`config.mk`:
```
export PLATFORM = sky130hd
export DESIGN_NAME = odometria_flat
export DESIGN_NICKNAME = d
export VERILOG_FILES = /design/src/rtl/robo_pkg.sv /design/src/rtl/odometria_if.sv /design/src/rtl/contador_sat.sv /design/src/rtl/odometria.sv /design/src/flat_wrapper.sv
export SDC_FILE = /design/constraint.sdc
export NUM_CORES = 1
export LEC_CHECK = 0
export ABC_AREA = 0
export CORE_ASPECT_RATIO = 0.7
export CORE_MARGIN = 2
export CORE_UTILIZATION = 45
export DETAILED_ROUTE_END_ITERATION = 16
export PLACE_DENSITY = 0.82
export RECOVER_POWER = 25
export SLEW_MARGIN = 10
export SYNTH_ARGS = -nofsm -noshare
export SYNTH_HDL_FRONTEND = slang
export SYNTH_SLANG_ARGS = --single-unit
```
`constraint.sdc`:
```
create_clock -name clock -period 2.53 [get_ports clock]
set_input_delay 0.3795 -clock clock [delete_from_list [all_inputs] [get_ports clock]]
set_output_delay 0.3795 -clock clock [all_outputs]
set_load 0.05 [all_outputs]
```
`src/rtl/robo_pkg.sv`:
```
// robo_pkg: shared action, heading and state encodings for the robot pipeline.
package robo_pkg;
   localparam int CODE_W = 3;
   typedef enum logic [CODE_W-1:0] {NADA, AVANCAR, GIRAR, REMOVER} acao_t;
   typedef enum logic [CODE_W-1:0] {NORTE, LESTE, SUL, OESTE} orient_t;
   typedef enum logic [1:0] {OCIOSO, ATIVO, FIM} estado_t;
endpackage

```
`src/rtl/odometria_if.sv`:
```
// odometria_if: step strobe/action/heading in, position, counters and flags out.
interface odometria_if #(parameter int MAP_W = 16, parameter int MAP_H = 16, parameter int CW = 8);
   import robo_pkg::*;
   logic                     en;
   logic [CODE_W-1:0]        acao;
   logic [CODE_W-1:0]        orientacao;
   logic [$clog2(MAP_W)-1:0] pos_x;
   logic [$clog2(MAP_H)-1:0] pos_y;
   logic [CW-1:0]            passos;
   logic [CW-1:0]            giros;
   logic [CW-1:0]            removidos;
   logic [1:0]               estado;
   logic                     na_origem;
   logic                     fora_limite;
   logic                     travado;
   logic                     fim;
   modport master (output en, acao, orientacao,
                   input pos_x, pos_y, passos, giros, removidos, estado, na_origem, fora_limite, travado, fim);
   modport slave  (input en, acao, orientacao,
                   output pos_x, pos_y, passos, giros, removidos, estado, na_origem, fora_limite, travado, fim);
endinterface

```
`src/rtl/contador_sat.sv`:
```
// contador_sat: up-counter that stops at all-ones instead of wrapping.
module contador_sat #(parameter int WIDTH = 8) (
   input  logic             i_clk,
   input  logic             i_rst_n,
   input  logic             i_inc,
   output logic [WIDTH-1:0] o_cnt
);
   logic [WIDTH-1:0] r_cnt;
   always_ff @(posedge i_clk or negedge i_rst_n)
      if (!i_rst_n) r_cnt <= '0;
      else if (i_inc && r_cnt != '1) r_cnt <= r_cnt + 1'b1;
   assign o_cnt = r_cnt;
endmodule

```
`src/rtl/odometria.sv`:
```
// odometria: tracks grid position from action/heading strobes, counts steps,
// turns and removals, and flags return-to-origin, off-map moves and stuck turning.
module odometria
   import robo_pkg::*;
#(
   parameter int MAP_W    = 16,
   parameter int MAP_H    = 16,
   parameter int X0       = 0,
   parameter int Y0       = 0,
   parameter int CW       = 8,
   parameter int GIRO_MAX = 4
) (
   input logic        clock,
   input logic        reset,
   odometria_if.slave bus
);
   localparam int XW = $clog2(MAP_W);
   localparam int YW = $clog2(MAP_H);
   localparam int RW = $clog2(GIRO_MAX + 1);

   estado_t       r_estado;
   logic [XW-1:0] r_x;
   logic [YW-1:0] r_y;
   logic [RW-1:0] r_run;
   logic          r_na, r_fora, r_trav, r_fim;
   logic [XW:0]   w_tx;
   logic [YW:0]   w_ty;
   logic          w_av, w_gir, w_rem, w_dentro, w_adv, w_origem;

   // one spare bit: decrement below zero wraps to all-ones, which fails the range check
   always_comb begin
      w_tx     = bus.orientacao == LESTE ? {1'b0, r_x} + 1'b1 :
                 bus.orientacao == OESTE ? {1'b0, r_x} - 1'b1 : {1'b0, r_x};
      w_ty     = bus.orientacao == NORTE ? {1'b0, r_y} + 1'b1 :
                 bus.orientacao == SUL   ? {1'b0, r_y} - 1'b1 : {1'b0, r_y};
      w_av     = bus.en && bus.acao == AVANCAR;
      w_gir    = bus.en && bus.acao == GIRAR;
      w_rem    = bus.en && bus.acao == REMOVER;
      w_dentro = w_tx < (XW+1)'(MAP_W) && w_ty < (YW+1)'(MAP_H);
      w_adv    = w_av && !bus.orientacao[2] && w_dentro;
      w_origem = w_tx == (XW+1)'(X0) && w_ty == (YW+1)'(Y0);
   end

   always_ff @(posedge clock or negedge reset)
      if (!reset) begin
         r_estado <= OCIOSO;
         r_x      <= XW'(X0);
         r_y      <= YW'(Y0);
         r_run    <= '0;
         r_na     <= 1'b0;
         r_fora   <= 1'b0;
         r_trav   <= 1'b0;
         r_fim    <= 1'b0;
      end else begin
         r_na <= 1'b0;
         if (bus.en) begin
            if (w_adv && r_estado != FIM) begin
               r_x <= w_tx[XW-1:0];
               r_y <= w_ty[YW-1:0];
            end
            if (w_av && !w_dentro) r_fora <= 1'b1;
            if (w_adv) r_run <= '0;
            else if (w_gir && r_run != RW'(GIRO_MAX)) begin
               r_run <= r_run + 1'b1;
               if (r_run == RW'(GIRO_MAX - 1)) r_trav <= 1'b1;
            end
            case (r_estado)
               OCIOSO: if (w_adv) r_estado <= ATIVO;
               ATIVO:  if (w_adv && w_origem) begin
                  r_estado <= FIM;
                  r_na     <= 1'b1;
                  r_fim    <= 1'b1;
               end
               FIM:    r_estado <= FIM;
               default: r_estado <= OCIOSO;
            endcase
         end
      end

   contador_sat #(.WIDTH(CW)) u_passos    (.i_clk(clock), .i_rst_n(reset), .i_inc(w_adv), .o_cnt(bus.passos));
   contador_sat #(.WIDTH(CW)) u_giros     (.i_clk(clock), .i_rst_n(reset), .i_inc(w_gir), .o_cnt(bus.giros));
   contador_sat #(.WIDTH(CW)) u_removidos (.i_clk(clock), .i_rst_n(reset), .i_inc(w_rem), .o_cnt(bus.removidos));

   assign bus.pos_x       = r_x;
   assign bus.pos_y       = r_y;
   assign bus.estado      = r_estado;
   assign bus.na_origem   = r_na;
   assign bus.fora_limite = r_fora;
   assign bus.travado     = r_trav;
   assign bus.fim         = r_fim;
endmodule
```
`src/flat_wrapper.sv`:
```
// flat-port wrapper written by rule: the top's interface ports become plain ports
module odometria_flat import robo_pkg::*;
#(
   parameter int MAP_W    = 16,
   parameter int MAP_H    = 16,
   parameter int X0       = 0,
   parameter int Y0       = 0,
   parameter int CW       = 8,
   parameter int GIRO_MAX = 4
)
  (clock, reset, bus_en, bus_acao, bus_orientacao, bus_pos_x, bus_pos_y, bus_passos, bus_giros, bus_removidos, bus_estado, bus_na_origem, bus_fora_limite, bus_travado, bus_fim);
  odometria_if #(.MAP_W(MAP_W), .MAP_H(MAP_H), .CW(CW)) bus_i ();
  input logic clock;
  input logic reset;
  input wire logic [$bits(bus_i.en)-1:0] bus_en;
  input wire logic [$bits(bus_i.acao)-1:0] bus_acao;
  input wire logic [$bits(bus_i.orientacao)-1:0] bus_orientacao;
  output wire logic [$bits(bus_i.pos_x)-1:0] bus_pos_x;
  output wire logic [$bits(bus_i.pos_y)-1:0] bus_pos_y;
  output wire logic [$bits(bus_i.passos)-1:0] bus_passos;
  output wire logic [$bits(bus_i.giros)-1:0] bus_giros;
  output wire logic [$bits(bus_i.removidos)-1:0] bus_removidos;
  output wire logic [$bits(bus_i.estado)-1:0] bus_estado;
  output wire logic [$bits(bus_i.na_origem)-1:0] bus_na_origem;
  output wire logic [$bits(bus_i.fora_limite)-1:0] bus_fora_limite;
  output wire logic [$bits(bus_i.travado)-1:0] bus_travado;
  output wire logic [$bits(bus_i.fim)-1:0] bus_fim;
  assign bus_i.en = bus_en;
  assign bus_i.acao = bus_acao;
  assign bus_i.orientacao = bus_orientacao;
  assign bus_pos_x = bus_i.pos_x;
  assign bus_pos_y = bus_i.pos_y;
  assign bus_passos = bus_i.passos;
  assign bus_giros = bus_i.giros;
  assign bus_removidos = bus_i.removidos;
  assign bus_estado = bus_i.estado;
  assign bus_na_origem = bus_i.na_origem;
  assign bus_fora_limite = bus_i.fora_limite;
  assign bus_travado = bus_i.travado;
  assign bus_fim = bus_i.fim;
  odometria #(.MAP_W(MAP_W), .MAP_H(MAP_H), .X0(X0), .Y0(Y0), .CW(CW), .GIRO_MAX(GIRO_MAX)) u_core (.clock(clock), .reset(reset), .bus(bus_i));
endmodule
```
==> metrics, run 1 <==
nets@finish 285; fin crit share 0.8877; post-synthesis register bit count 41; Yosys top cell by area dfrtp_1; Critical Path Fanout Max 12; WS Path Type in -> reg; Congestion Overflow GR 0; Final Util 0.5844; vias per cell 5.310; Comb power frac 0.446; clock share of power 0.176; Most used DFF post-synth dfrtp_1; synth top area cells dfrtp_1 (43%), ha_1 (6.8%), xnor2_1 (6.6%); CP peak stage delay 0.64 ns; Critical Path End Type register; dpl ws -0.01352 ns; DR iter-0 viols 52; Synth Net Count 231; die footprint 0.005907 mm²; DRC Markers 0; antenna fix cells 0; Post-synth EDFFs 0; Leak 1.322 nW; final hold viol count 0; status complete, but fails checks; Critical Path RT 2.70 ns; RSZ-0062 raised after global routing no; HPWL after DPL 3.624 mm; via count 1,779; worst skew pair latency 0.29 ns; Max-Cap Viols 1; TritonCTS Buffers 5; drt wl/cell 14.40 µm; Hold Crit Class reg -> reg; critical path, cell by cell clkdlybuf4s50_1, and4bb_1, nand4bb_4, and2_4, buf_4, a211oi_1, mux2i_1; drt first pass iters 4; crit path launch type input port; post-CTS sizing 0; relative slew slack -0.3816; violated checks max-capacitance violations, max-slew violations; clock transition at the registers of the reported paths 0.08 ns; CP bufs+invs 2; Pwr Density 829.9 mW/mm²; worst setup margin 0.2841 ns; Die Ht 64.91 µm; clock skew 0.008581 ns; commonest cells in the netlist dfrtp_1 (41), xnor2_1 (18), ha_1 (13), inv_1 (13), xor2_1 (13); TritonCTS clock tree yes; switching part of the total 0.4413; initial antenna violation count 0; Worst Tran Pin Value 2.072 ns; register area share after synthesis 0.4302; share of cells above drive strength 1 0.1103; clock sink count 41; Slowest cell on crit path clkdlybuf4s50_1; placed cells 328; count of final setup violators 0; Row Count 22; GR Util All Layers 0.1739; Peak VDD IR 0.0007136 V; Final Max Slew Viols 42; Top Family by Delay on Critical Path simple AND/OR/NAND/NOR gates; Clock Root Buffer clkbuf_8; final non-filler cell total 335; Synth-to-Final Area Change 26.81%; CTS H-tree lvls 2; sequential share of power 0.378; Synth warnings 0; Mapped Cells 209; Pint 1.402 mW; core area 0.005175 mm²; Post-CTS Hold Fix Bufs 0; GPL Wtd Cong 0.8704; post-synth top area share 0.4302; Initial Util 0.4608; Synth cell types 54; ys async rst share 1.000; first-pass GRT wire length 8.211 mm; die width 91.01 µm; Critical Path AT 2.41 ns; Routed WL 4.823 mm; I/O pins 47; Final min period 2.246 ns; I/O Buffers 46; Setup Total Neg Slack 0 ns; count leader, synth dfrtp_1; Fmax achieved 445.3 MHz; Sw Pwr 1.108 mW; Max Root-Sink Buffers 2; ANT nets after route 0; Syn Area/Cell 11.41 µm²; pin count of the biggest net entering global routing 42; Post-CTS Setup Inserts 0; vias in the first global route 1,674; synthesized cell area 0.002385 mm²
[power groups by stage]
stage	clock network (mW)	registers (mW)	logic, mW
6_report	0.442	0.950	1.12
5_1_grt	0.492	0.974	1.19
4_1_cts	0.455	0.946	1.13
3_5_place_dp	0	0.955	1.12
3_3_place_gp	0	0.957	1.09
2_1_floorplan	0	1.33	0.382
[kinds of logic after synthesis]
family | count (synthesis) | synth area share
AO/OA/AOI/OAI | 25 | 0.08396
adder cells (fa/ha/maj) | 13 | 0.06821
XOR/XNOR | 31 | 0.1139
AND/OR/NAND/NOR | 71 | 0.2219
buffers and inverters | 18 | 0.03725
multiplexers | 10 | 0.04460
flip-flops | 41 | 0.4302
[final cells by class]
type	instances	area, µm²
Clock inverter	1	7.507
Sequential cell	41	1026
Multi-Input combinational cell	150	1270
Tap cell	72	90.09
Inverter	13	48.80
Clock buffer	6	82.58
Timing Repair Buffer	52	499.2
Fill cell	470	2151
[cell usage in the layout (no fill, tap or decap), drive strengths merged, types with 2 or more instances in the layout]
master and n:
clkbuf 7, o21ai 7, and4 3, a211oi 2, inv 13, nand4b 2
nor4b 3, ha 13, mux2 5, xor2 13, and3 10, xnor2 18
and4b 3, nor3 6, nand2 7, nor4 3, nor2 4, nand4bb 3
o221ai 2, clkdlybuf4s50 45, nand2b 3, dfrtp 41, nand3 9, mux2i 5
a21oi 3, nand4 7, buf 6
[per-stage QoR]
stage          instance area, µm²  hold WS, ns  total power [mW]
6_report                     3024       0.4775             2.510
5_1_grt                      3024       0.5060             2.656
4_1_cts                      3025       0.2335             2.526
3_5_place_dp                 2935       0.4582             2.075
3_3_place_gp                 2935       0.4576             2.050
2_1_floorplan                2385      0.08391             1.710
[flip-flops by register name, summed over array words and instances (netlist names)]
register,cells
u_core.u_giros.o_cnt,8
u_core.bus.na_origem,1
u_core.u_removidos.o_cnt,8
u_core.bus.fim,1
u_core.bus.fora_limite,1
u_core.bus.pos_x,4
u_core.r_run,3
u_core.bus.travado,1
u_core.bus.estado,2
u_core.bus.pos_y,4
u_core.u_passos.o_cnt,8
[metal layers]
layer | track usage | part of all wire | vias to the layer above
met2 | 0.2528 | 0.42 | 54
li1 | - | - | 872
met1 | 0.2537 | 0.51 | 848
met4 | 0.05492 | 0.011 | 0
met5 | 0 | 0 | -
met3 | 0.04419 | 0.056 | 5
[worst reg2reg max path: stages, from the launching register on]
cell	delay, ns
dfrtp_1	0.47
inv_1	0.13
ha_1	0.22
and4bb_1	0.21
nand4bb_4	0.29
and2_4	0.24
buf_4	0.17
a211oi_1	0.23
mux2i_1	0.11
[worst paths after layout]
kind,startpoint,slack [ns],depth (start not counted),endpoint
min,u_core.bus.fim,0.48,1,u_core.bus.fim
max in group asynchronous,reset,0.67,1,u_core.u_passos.o_cnt[0]
max,bus_orientacao[1],0.28,7,u_core.bus.estado[1]
max reg2reg,u_core.bus.pos_y[0],0.35,8,u_core.bus.estado[1]
min in group asynchronous,reset,0.67,1,u_core.u_removidos.o_cnt[6]
min reg2reg,u_core.bus.fim,0.48,1,u_core.bus.fim
Power figures use the tool's default switching activity.
==> run 2, diff against run 1 <==
--- a/config.mk
+++ b/config.mk
@@ -10,8 +10,10 @@
 export CORE_MARGIN = 2
 export CORE_UTILIZATION = 45
 export DETAILED_ROUTE_END_ITERATION = 16
+export HOLD_SLACK_MARGIN = 0.02
 export PLACE_DENSITY = 0.82
 export RECOVER_POWER = 25
+export SKIP_LAST_GASP = 1
 export SLEW_MARGIN = 10
 export SYNTH_ARGS = -nofsm -noshare
 export SYNTH_HDL_FRONTEND = slang
==> results of run 2 <==
No change in the layout: final DEF, timing and power equal those of run 1.
==> run 3, diff against run 2 <==
--- a/config.mk
+++ b/config.mk
@@ -10,7 +10,7 @@
 export CORE_MARGIN = 2
 export CORE_UTILIZATION = 45
 export DETAILED_ROUTE_END_ITERATION = 16
-export HOLD_SLACK_MARGIN = 0.02
+export HOLD_SLACK_MARGIN = 0.03
 export PLACE_DENSITY = 0.82
 export RECOVER_POWER = 25
 export SKIP_LAST_GASP = 1
==> results of run 3 <==
No change in the layout: final DEF, timing and power equal those of run 1.
